`src/rtl/pipeline_hazard_controller.sv`:
```
// pipeline_hazard_controller: stall/bubble/redirect sequencer for the 5-stage in-order pipeline
// Ports:
//   i_clk, i_rst                      clock, asynchronous active-high reset
//   i_id_*                            ID-stage valid flag and source-register usage
//   i_ex_*                            EX-stage valid, destination, load/mispredict/muldiv flags
//   i_muldiv_done                     mul/div result valid this cycle
//   i_ma_mem_req, i_ma_mem_ack        MA-stage data-memory request and completion
//   o_pc/de/ex/ma_stall               hold PC / stage registers
//   o_de/ex/ma/wb_bubble              load a bubble into stage registers
//   o_pc_redirect                     take the EX-computed target as next PC
//   o_stall_cycles                    saturating count of PC-stall cycles
//   o_mem_timeout                     sticky: memory wait exceeded MEM_TIMEOUT
module pipeline_hazard_controller #(
    parameter int MEM_TIMEOUT = 64,
    parameter int CNT_WIDTH   = 32
) (
    input  logic                 i_clk,
    input  logic                 i_rst,
    input  logic                 i_id_valid,
    input  logic [4:0]           i_id_rs1_addr,
    input  logic [4:0]           i_id_rs2_addr,
    input  logic                 i_id_uses_rs1,
    input  logic                 i_id_uses_rs2,
    input  logic                 i_ex_valid,
    input  logic [4:0]           i_ex_rd_addr,
    input  logic                 i_ex_is_load,
    input  logic                 i_ex_mispredict,
    input  logic                 i_ex_muldiv_start,
    input  logic                 i_muldiv_done,
    input  logic                 i_ma_mem_req,
    input  logic                 i_ma_mem_ack,
    output logic                 o_pc_stall,
    output logic                 o_de_stall,
    output logic                 o_ex_stall,
    output logic                 o_ma_stall,
    output logic                 o_de_bubble,
    output logic                 o_ex_bubble,
    output logic                 o_ma_bubble,
    output logic                 o_wb_bubble,
    output logic                 o_pc_redirect,
    output logic [CNT_WIDTH-1:0] o_stall_cycles,
    output logic                 o_mem_timeout
);
    localparam int WW = $clog2(MEM_TIMEOUT + 1);
    typedef enum logic [1:0] {RUN, MEM_WAIT, MD_WAIT} state_t;
    state_t r_state, w_next;
    logic [WW-1:0] r_wait, w_wait_nxt;
    logic [CNT_WIDTH-1:0] r_stall_cycles;
    logic r_timeout;
    logic w_mem, w_md, w_mp, w_lu, w_mem_act, w_md_act, w_mp_act, w_lu_act;
    always_comb begin
        w_mem = i_ma_mem_req & !i_ma_mem_ack;
        w_md  = (r_state == MD_WAIT | i_ex_muldiv_start) & !i_muldiv_done;
        w_mp  = i_ex_valid & i_ex_mispredict;
        w_lu  = i_ex_valid & i_ex_is_load & (i_ex_rd_addr != 5'd0) & i_id_valid &
                ((i_id_uses_rs1 & (i_id_rs1_addr == i_ex_rd_addr)) |
                 (i_id_uses_rs2 & (i_id_rs2_addr == i_ex_rd_addr)));
        // only the highest-priority active condition drives the outputs; reset silences all
        w_mem_act = !i_rst & w_mem;
        w_md_act  = !i_rst & !w_mem & w_md;
        w_mp_act  = !i_rst & !w_mem & !w_md & w_mp;
        w_lu_act  = !i_rst & !w_mem & !w_md & !w_mp & w_lu;
        o_pc_stall    = w_mem_act | w_md_act | w_lu_act;
        o_de_stall    = w_mem_act | w_md_act | w_lu_act;
        o_ex_stall    = w_mem_act | w_md_act;
        o_ma_stall    = w_mem_act;
        o_de_bubble   = w_mp_act;
        o_ex_bubble   = w_mp_act | w_lu_act;
        o_ma_bubble   = w_md_act;
        o_wb_bubble   = w_mem_act;
        o_pc_redirect = w_mp_act;
        // a muldiv waiting in EX during the ack cycle goes straight to MD_WAIT
        w_next = (r_state == RUN)      ? (w_mem ? MEM_WAIT : (w_md ? MD_WAIT : RUN)) :
                 (r_state == MEM_WAIT) ? (i_ma_mem_ack ? (w_md ? MD_WAIT : RUN) : MEM_WAIT) :
                                         (i_muldiv_done ? RUN : MD_WAIT);
        w_wait_nxt = (r_state == MEM_WAIT && !i_ma_mem_ack) ?
                     ((r_wait == WW'(MEM_TIMEOUT)) ? r_wait : r_wait + 1'b1) : '0;
    end
    always_ff @(posedge i_clk or posedge i_rst) begin
        if (i_rst) begin
            r_state        <= RUN;
            r_wait         <= '0;
            r_stall_cycles <= '0;
            r_timeout      <= 1'b0;
        end else begin
            r_state        <= w_next;
            r_wait         <= w_wait_nxt;
            r_stall_cycles <= (o_pc_stall && !(&r_stall_cycles)) ? r_stall_cycles + 1'b1 : r_stall_cycles;
            r_timeout      <= r_timeout | (w_wait_nxt == WW'(MEM_TIMEOUT));
        end
    end
    assign o_stall_cycles = r_stall_cycles;
    assign o_mem_timeout  = r_timeout;
endmodule

```
`config.mk`:
```
export PLATFORM = sky130hd
export DESIGN_NAME = pipeline_hazard_controller
export DESIGN_NICKNAME = d
export VERILOG_FILES = /design/src/rtl/pipeline_hazard_controller.sv
export SDC_FILE = /design/constraint.sdc
export NUM_CORES = 1
export LEC_CHECK = 0
export CORE_MARGIN = 2
export CORE_UTILIZATION = 35
export CTS_BUF_LIST = sky130_fd_sc_hd__clkbuf_4 sky130_fd_sc_hd__clkbuf_8
export CTS_CLUSTER_DIAMETER = 50
export CTS_CLUSTER_SIZE = 8
export DETAILED_ROUTE_END_ITERATION = 10
export SETUP_SLACK_MARGIN = 0.02
export SKIP_CTS_REPAIR_TIMING = 1
export SYNTH_ARGS = -nofsm -noshare
export SYNTH_HDL_FRONTEND = slang
export SYNTH_SLANG_ARGS = --single-unit
```
`constraint.sdc`:
```
create_clock -name i_clk -period 6.3 [get_ports i_clk]
set_input_delay 1.575 -clock i_clk [delete_from_list [all_inputs] [get_ports i_clk]]
set_output_delay 1.575 -clock i_clk [all_outputs]
set_load 0.02 [all_outputs]
```
==> results of run 1 <==
[per-stage QoR]
step | cell area, um2 | power, mW | setup WS, ns
after detailed placement | 3130 | 0.530 | 1.22
final | 3250 | 0.739 | 1.22
after CTS | 3250 | 0.749 | 1.22
after global routing | 3250 | 0.780 | 1.12
after global placement | 3130 | 0.528 | 1.31
after floorplan | 2380 | 0.432 | 1.78
[power by group through the flow]
stage / Clock (mW) / Combinational (mW) / Sequential, mW
after global placement: 0 / 0.188 / 0.340
after detailed placement: 0 / 0.190 / 0.340
after global routing: 0.234 / 0.205 / 0.341
after floorplan: 0 / 0.0657 / 0.366
after CTS: 0.222 / 0.191 / 0.335
final: 0.215 / 0.189 / 0.335
[layer usage]
| metal | routed length (um) | vias up | track usage [%] |
|---|---|---|---|
| met5 | 0 | - | 0 |
| li1 | - | 960 | - |
| met3 | 312 | 6 | 4.67 |
| met2 | 2530 | 59 | 24.1 |
| met4 | 65 | 0 | 4.26 |
| met1 | 2510 | 932 | 20.2 |
[kinds of logic (layout without fill, tap and decap cells)]
kind of cell	Yosys count	count (layout)
mux	3	3
compound gates	16	16
fa+ha+maj	3	3
flops	42	42
buf+inv	17	86
simple gates	109	109
xor+xnor	45	45
[registers in the layout, summed over array words and instances, names as in the netlist]
signal,count
o_stall_cycles,32
r_wait,7
r_state,2
o_mem_timeout,1
[synthesized netlist by cell type, drive strengths merged]
cell type and n:
a21oi 4, nor3 16, o31ai 1, nand2 17, nor3b 3, a211oi 1
ha 3, buf 8, or3 2, nor2b 2, dfrtp 42, xor2 29
a21o 1, or2 1, a31o 1, nand4 8, xnor2 16, and4bb 1
and2 2, o21ai 3, mux2 2, o41ai 1, o22ai 1, nor4b 4
o21bai 2, mux2i 1, nand3b 1, nor2 16, nand2b 1, clkbuf 2
a31oi 1, nor4 12, or4 2, nand3 12, inv 7, or3b 1
and4 5, and3 3
[final timing paths]
check / endpoint / slack, ns / start
max: o_pc_stall / 1.22 / i_ex_rd_addr[0]
min: r_state[0] / 0.47 / r_state[1]
max reg2reg: o_stall_cycles[1] / 3.73 / o_stall_cycles[3]
min reg2reg: r_state[0] / 0.47 / r_state[1]
max in group asynchronous: o_stall_cycles[29] / 4.10 / i_rst
min in group asynchronous: r_state[1] / 1.83 / i_rst
[layout make-up]
| cell class | instances | area, um2 | share of cell area [%] |
|---|---|---|---|
| Multi-Input combinational cell | 176 | 1250 | 38.6 |
| Sequential cell | 42 | 1050 | 32.4 |
| Timing Repair Buffer | 71 | 703 | 21.6 |
| Tap cell | 80 | 100 | 3.08 |
| Clock buffer | 6 | 76.3 | 2.35 |
| Clock inverter | 2 | 37.5 | 1.16 |
| Inverter | 7 | 26.3 | 0.809 |
==> results.yml, run 1 <==
timing:
  fin_crit_ns: 5.08
  post-route-period-util_pct: 80.6
  worst_slew_pin_slew_ns: 0.674
  setup_viol: 0
  maxSlewViolCount: 0
  finalHoldViolCount: 0
  skew_ns: 0.00678
  slew-limit-headroom_pct: 54.7
  setup-tns-final_ns: 0
  max_freq_ghz: 0.197
  hold_slack_ns: 0.470
  rsz0062_at_grt: "no"
synth:
  syn_nets: 265
  synth_area_um2: 2380
  synthXorXnorAreaFrac_pct: 16.6
  synth-simple-area-share_pct: 28.2
  synth_top_family_by_area: "simple AND/OR/NAND/NOR gates"
  synth_cell_types: 46
  muxShareOfSynthArea_pct: 1.53
  ys_seq_elements: 42
  avgSynthCellArea_um2: 10.1
  yosys.area.top_type_share_pct: 44.2
  yosysWarnings: 0
  synthTopCellsByArea: "dfrtp_1, xor2_1, xnor2_1, nor3_1, nor4_1"
  synth_compound_gate_area_share_pct: 4.32
  yosys.area_share.adder_pct: 1.58
  seq_area_frac_synth_pct: 44.2
  syn_inst: 235
  synth_area_leader_cell: "dfrtp_1"
global_route:
  antenna_found_initial: 0
  grt_max_degree: 43
  grt_pass1_vias: 2000
  grt_usage_pct: 15.2
  overflow: 0
  grt_pass1_wl_um: 9170
placement:
  io_buffers: 68
  gp_congestion: 0.752
  place_hpwl_um: 4000
  dpl.cell_count: 376
die:
  start_util_pct: 35.6
  die_y_um: 86.4
  dieArea_um2: 7460
  rows: 30
  ioPinCount: 69
  die_width_um: 86.4
  core-area_um2: 6680
setup_path:
  critPathKind: "in -> out"
  worstPathCellList: "clkdlybuf4s50_1 > nor3_1 > a211oi_1 > and4_1 > a21oi_2 > inv_1 > clkdlybuf4s50_1"
  crit_cells: 7
  cp_slowest_cell: "clkdlybuf4s50_1"
  critPathTopFamily: "buffers and inverters"
  reg2reg_depth: 6
  crit_required_ns: 4.72
  path_common_cell: "clkdlybuf4s50_1"
  critPathLaunchType: "input port"
  crit_path_max_fanout: 3
  cp_slowest_stage_delay_ns: 0.60
  cp-end-kind: "primary output"
  cp.arrival_ns: 3.50
  path_buf_inv: 3
routing:
  route.antenna.remaining_nets: 0
  dr.pass1.iters: 4
  vias: 1957
  wl_per_cell_um: 14.1
  drc: 0
  wl_um: 5420
  drt_iter0_markers: 56
  viasPerCell: 5.10
power:
  intPower_mw: 0.517
  pwr-share-comb_pct: 25.5
  pwr-share-clk_pct: 29.0
  p_per_area_nw_per_um2: 227
  p_seq_share_pct: 45.4
  p_sw_mw: 0.221
  leakagePower_nw: 1.39
  peakVddDrop_mv: 0.0962
  switching_share_pct: 30.0
min_path:
  whs_path_depth: 1
  min_path_type: "reg -> reg"
cts:
  cts-htree-levels: 2
  clk_pin_slew_ns: 0.08
  clk_path_buf_depth: 2
  cts_sinks: 42
  numCtsBuffers: 5
  root_buffer: "clkbuf_8"
  cts_tree: "built"
  insertion_delay_ns: 0.29
layout:
  antenna_cells: 0
  final_cell_mix: "clkdlybuf4s50_1, dfrtp_1, xor2_1, nand2_1, xnor2_1"
  syn_to_final_growth_pct: 36.7
  final_common_cell: "clkdlybuf4s50_1"
  fin_nets: 333
  n_fill_cell: 656
  final_cells: 384
  drive_above_1_share_pct: 9.21
  fin_util_pct: 48.6
outcome:
  status: "finished, final reports clean"
run:
  drv_cap: 0
Power figures use the tool's default switching activity.
==> inputs of run 2 (changes only) <==
clock period = 5.2 ns   (was 6.3 ns; I/O delays follow)
==> results.yml, run 2 (synthesis results as in run 1) <==
outcome:
  status: "finished, final reports clean"
timing:
  skew_ns: 0.0100
  post-route-period-util_pct: 86.5
  setup_ws_ns: 0.703
  setup_viol: 0
  fin_crit_ns: 4.50
  maxSlewViolCount: 0
  setup-tns-final_ns: 0
  worst_slew_pin_slew_ns: 0.670
  rsz0062_at_grt: "no"
  finalHoldViolCount: 0
  slew-limit-headroom_pct: 55.0
  max_freq_ghz: 0.222
die:
  die_y_um: 86.4
  dieArea_um2: 7460
  rows: 30
  core-area_um2: 6680
  die_width_um: 86.4
  start_util_pct: 35.6
  ioPinCount: 69
global_route:
  grt_usage_pct: 15.1
  grt_pass1_wl_um: 9070
  grt_max_degree: 43
  overflow: 0
  grt_pass1_vias: 1987
  antenna_found_initial: 0
cts:
  cts_tree: "built"
  insertion_delay_ns: 0.29
  root_buffer: "clkbuf_8"
  numCtsBuffers: 5
  cts-htree-levels: 2
  clk_path_buf_depth: 2
  cts_sinks: 42
  clk_pin_slew_ns: 0.09
power:
  leakagePower_nw: 1.40
  peakVddDrop_mv: 0.112
  p_per_area_nw_per_um2: 291
routing:
  wl_per_cell_um: 13.9
  vias: 1988
  wl_um: 5330
  dr.pass1.iters: 4
  route.antenna.remaining_nets: 0
  viasPerCell: 5.18
  drc: 0
  drt_iter0_markers: 78
min_path:
  whs_path_depth: 1
  hold_end: "r_state[0]"
  worstHoldStart: "r_state[1]"
  min_path_type: "reg -> reg"
setup_path:
  crit_required_ns: 3.90
  critPathKind: "in -> out"
  cp.arrival_ns: 3.20
  timing.rr.end: "o_stall_cycles[1]"
  crit_path_max_fanout: 3
  r2r_slack_ns: 2.61
  cp-end-kind: "primary output"
  rr_startpoint: "o_stall_cycles[3]"
  reg2reg_depth: 6
  critPathLaunchType: "input port"
layout:
  largest_reg_flops: 32
  fin_nets: 333
  drive_above_1_share_pct: 9.21
  n_fill_cell: 630
  final_common_cell: "clkdlybuf4s50_1"
  syn_to_final_growth_pct: 37.9
  final_cell_mix: "clkdlybuf4s50_1, dfrtp_1, xor2_1, nand2_1, xnor2_1"
  antenna_cells: 0
placement:
  pre_cts_slack_ns: 0.701
  place_hpwl_um: 3840
  io_buffers: 68
  gp_congestion: 0.752
run:
  drv_cap: 0
## run 2: cell types whose count changed in the layout (fill, tap and decap cells not counted), sizes merged
cell      change
bufinv        +1
clkinvlp      -1
## run 2: final cells by class
type | instances | area, um2 | share of cell area, %
flip-flops and latches | 42 | 1050 | 32.1
repair buffers | 71 | 703 | 21.5
multi-input cells | 176 | 1250 | 38.3
clock buffers | 6 | 82.6 | 2.52
clock inverters | 2 | 60.1 | 1.83
well taps | 80 | 100 | 3.05
inverters | 7 | 26.3 | 0.802
## run 2: critical path, cell delays in order
cell and delay [ns]:
clkdlybuf4s50_1 0.53, nor3_1 0.08, a211oi_1 0.24, and4_1 0.26, a21oi_2 0.09, inv_1 0.08, clkdlybuf4s50_1 0.60
## run 2: where the power goes
group	switching (mW)	internal (mW)	leakage, nW
Clock	0.115	0.205	0.0714
Combinational	0.109	0.118	0.788
Sequential	0.0462	0.360	0.543
Total	0.271	0.683	1.40
## run 2: how the worst max path moves through the flow
stage / startpoint / endpoint / slack, ns / depth (start not counted)
after global placement: i_ex_rd_addr[0] / o_pc_stall / 0.75 / 7
after CTS: i_ex_rd_addr[0] / o_pc_stall / 0.70 / 7
after global routing: i_ex_rd_addr[0] / o_pc_stall / 0.59 / 7
final: i_ex_rd_addr[0] / o_pc_stall / 0.70 / 7
after detailed placement: i_ex_rd_addr[0] / o_pc_stall / 0.70 / 7
after floorplan: i_ex_rd_addr[0] / o_pc_stall / 1.23 / 7
## run 2: routing by layer
layer	vias up	track usage, %	wire (um)
met3	5	4.19	326
met4	0	4.55	68
met1	950	20.4	2450
li1	966	-	-
met2	67	23.5	2490
met5	-	0	0
## run 2: per-stage QoR
stage / instances / cell area, um2 / hold WS (ns) / util, % / power, mW
CTS: 384 / 3280 / 0.474 / 49.0 / 0.963
finish: 384 / 3280 / 0.477 / 49.0 / 0.954
global route: 384 / 3280 / 0.501 / 49.0 / 1.00
global placement: 376 / 3130 / 0.454 / 46.9 / 0.640
floorplan: 235 / 2380 / 0.431 / - / 0.524
detailed placement: 376 / 3130 / 0.462 / 46.9 / 0.642
==> inputs of run 3 (changes only) <==
HOLD_SLACK_MARGIN = 0.06   (was unset)
clock period = 3.68 ns   (was 5.2 ns; I/O delays follow)
==> results.yml, run 3 (synthesis results as in run 1) <==
outcome:
  status: "finished, final reports clean"
setup_path:
  cp_slowest_stage_delay_ns: 0.62
  r2r_slack_ns: 1.50
  path_buf_inv: 2
  cp.arrival_ns: 2.51
  cp-end-kind: "primary output"
  rr_startpoint: "o_stall_cycles[3]"
  worstPathCellList: "clkdlybuf4s50_1 > o21bai_1 > and4_1 > clkdlybuf4s50_1"
  critPathLaunchType: "input port"
  path_common_cell: "clkdlybuf4s50_1"
  cp_slowest_cell: "clkdlybuf4s50_1"
  crit_required_ns: 2.76
  critPathTopFamily: "buffers and inverters"
  crit_path_max_fanout: 4
  reg2reg_depth: 5
  critPathKind: "in -> out"
  timing.rr.end: "o_stall_cycles[24]"
power:
  peakVddDrop_mv: 0.138
  switching_share_pct: 29.2
  pwr-share-comb_pct: 25.3
  leakagePower_nw: 1.44
  pwr-share-clk_pct: 29.1
  intPower_mw: 0.892
  p_seq_share_pct: 45.6
  p_sw_mw: 0.369
  p_per_area_nw_per_um2: 387
die:
  dieArea_um2: 7460
  rows: 30
  start_util_pct: 35.6
  die_width_um: 86.4
  core-area_um2: 6680
  die_y_um: 86.4
  ioPinCount: 69
min_path:
  hold_end: "o_mem_timeout"
  min_path_type: "reg -> reg"
  worstHoldStart: "o_mem_timeout"
  whs_path_depth: 1
global_route:
  grt_usage_pct: 14.4
  grt_max_degree: 43
  grt_pass1_vias: 1893
  grt_pass1_wl_um: 8730
  antenna_found_initial: 0
  overflow: 0
timing:
  max_freq_ghz: 0.291
  rsz0062_at_grt: "no"
  skew_ns: 0.00887
  worst_slew_pin_slew_ns: 0.527
  slew-limit-headroom_pct: 64.9
  maxSlewViolCount: 0
  finalHoldViolCount: 0
  fin_crit_ns: 3.43
  setup_viol: 0
  post-route-period-util_pct: 93.2
layout:
  syn_to_final_growth_pct: 37.3
  antenna_cells: 0
  largest_reg_flops: 32
  n_fill_cell: 652
  design_area_um2: 3260
  regArea_um2: 1050
  fin_util_pct: 48.8
  fin_nets: 334
  multiInputGateArea_um2: 1250
  final_cell_mix: "clkdlybuf4s50_1, dfrtp_1, xor2_1, nand2_1, xnor2_1"
  drive_above_1_share_pct: 9.21
  final_common_cell: "clkdlybuf4s50_1"
cts:
  clk_path_buf_depth: 2
  numCtsBuffers: 5
  insertion_delay_ns: 0.29
  cts_sinks: 42
  cts-htree-levels: 2
  root_buffer: "clkbuf_8"
  cts_tree: "built"
  clk_pin_slew_ns: 0.07
placement:
  place_hpwl_um: 3850
  io_buffers: 68
  postPlaceCellArea_um2: 3140
  gp_congestion: 0.750
routing:
  wl_per_cell_um: 13.7
  drc: 0
  route.antenna.remaining_nets: 0
  vias: 1977
  dr.pass1.iters: 4
  drt_iter0_markers: 76
  viasPerCell: 5.15
  wl_um: 5250
run:
  drv_cap: 0
## run 3: changes by cell type in the layout (fill, tap and decap cells not counted), sizes merged
cell / previous run / this run
dlymetal6s2s: 0 / 3
bufinv: 2 / 1
clkdlybuf4s50: 68 / 65
buf: 3 / 4
## run 3: area by class of cell
| cell class | instances | area share (%) |
|---|---|---|
| multi-input cells | 176 | 38.4 |
| flip-flops and latches | 42 | 32.2 |
| repair buffers | 72 | 22.0 |
| well taps | 80 | 3.07 |
| clock buffers | 6 | 2.53 |
| clock inverters | 1 | 0.921 |
| inverters | 7 | 0.806 |
## run 3: how the worst max path moves through the flow
stage	cells past startpoint	to	from	slack [ns]
after floorplan	7	o_pc_stall	i_ex_rd_addr[0]	0.47
after global placement	7	o_pc_stall	i_ex_rd_addr[0]	-0.01
after detailed placement	7	o_pc_stall	i_ex_rd_addr[0]	-0.05
after CTS	7	o_pc_stall	i_ex_rd_addr[0]	-0.05
after global routing	4	o_de_bubble	i_ex_muldiv_start	0.15
final	4	o_de_bubble	i_ex_muldiv_start	0.25
## run 3: per-layer routing
metal / vias up / GRT usage (%) / wire (um) / part of all wire [%]
met4: 0 / 3.41 / 55 / 1.0
met2: 61 / 23.2 / 2420 / 46
li1: 965 / - / - / -
met3: 4 / 4.10 / 291 / 5.5
met5: - / 0 / 0 / 0
met1: 947 / 19.3 / 2480 / 47
## run 3: power by group through the flow
stage                     Sequential [mW]  Clock, mW  Combinational, mW
after floorplan                     0.627          0              0.112
after global placement              0.582          0              0.321
after detailed placement            0.583          0              0.324
after CTS                           0.575      0.379              0.324
after global routing                0.583      0.395              0.344
final                               0.575      0.367              0.319
## run 3: through the flow
stage | hold WS (ns) | cells | setup slack (ns) | total power [mW] | TNS [ns]
4_1_cts | 0.480 | 384 | -0.0526 | 1.28 | -0.102
5_1_grt | 0.488 | 384 | 0.147 | 1.32 | 0
3_3_place_gp | 0.453 | 377 | -0.00980 | 0.904 | -0.0190
6_report | 0.471 | 384 | 0.249 | 1.26 | 0
2_1_floorplan | 0.431 | 235 | 0.470 | 0.740 | 0
3_5_place_dp | 0.462 | 377 | -0.0518 | 0.907 | -0.101
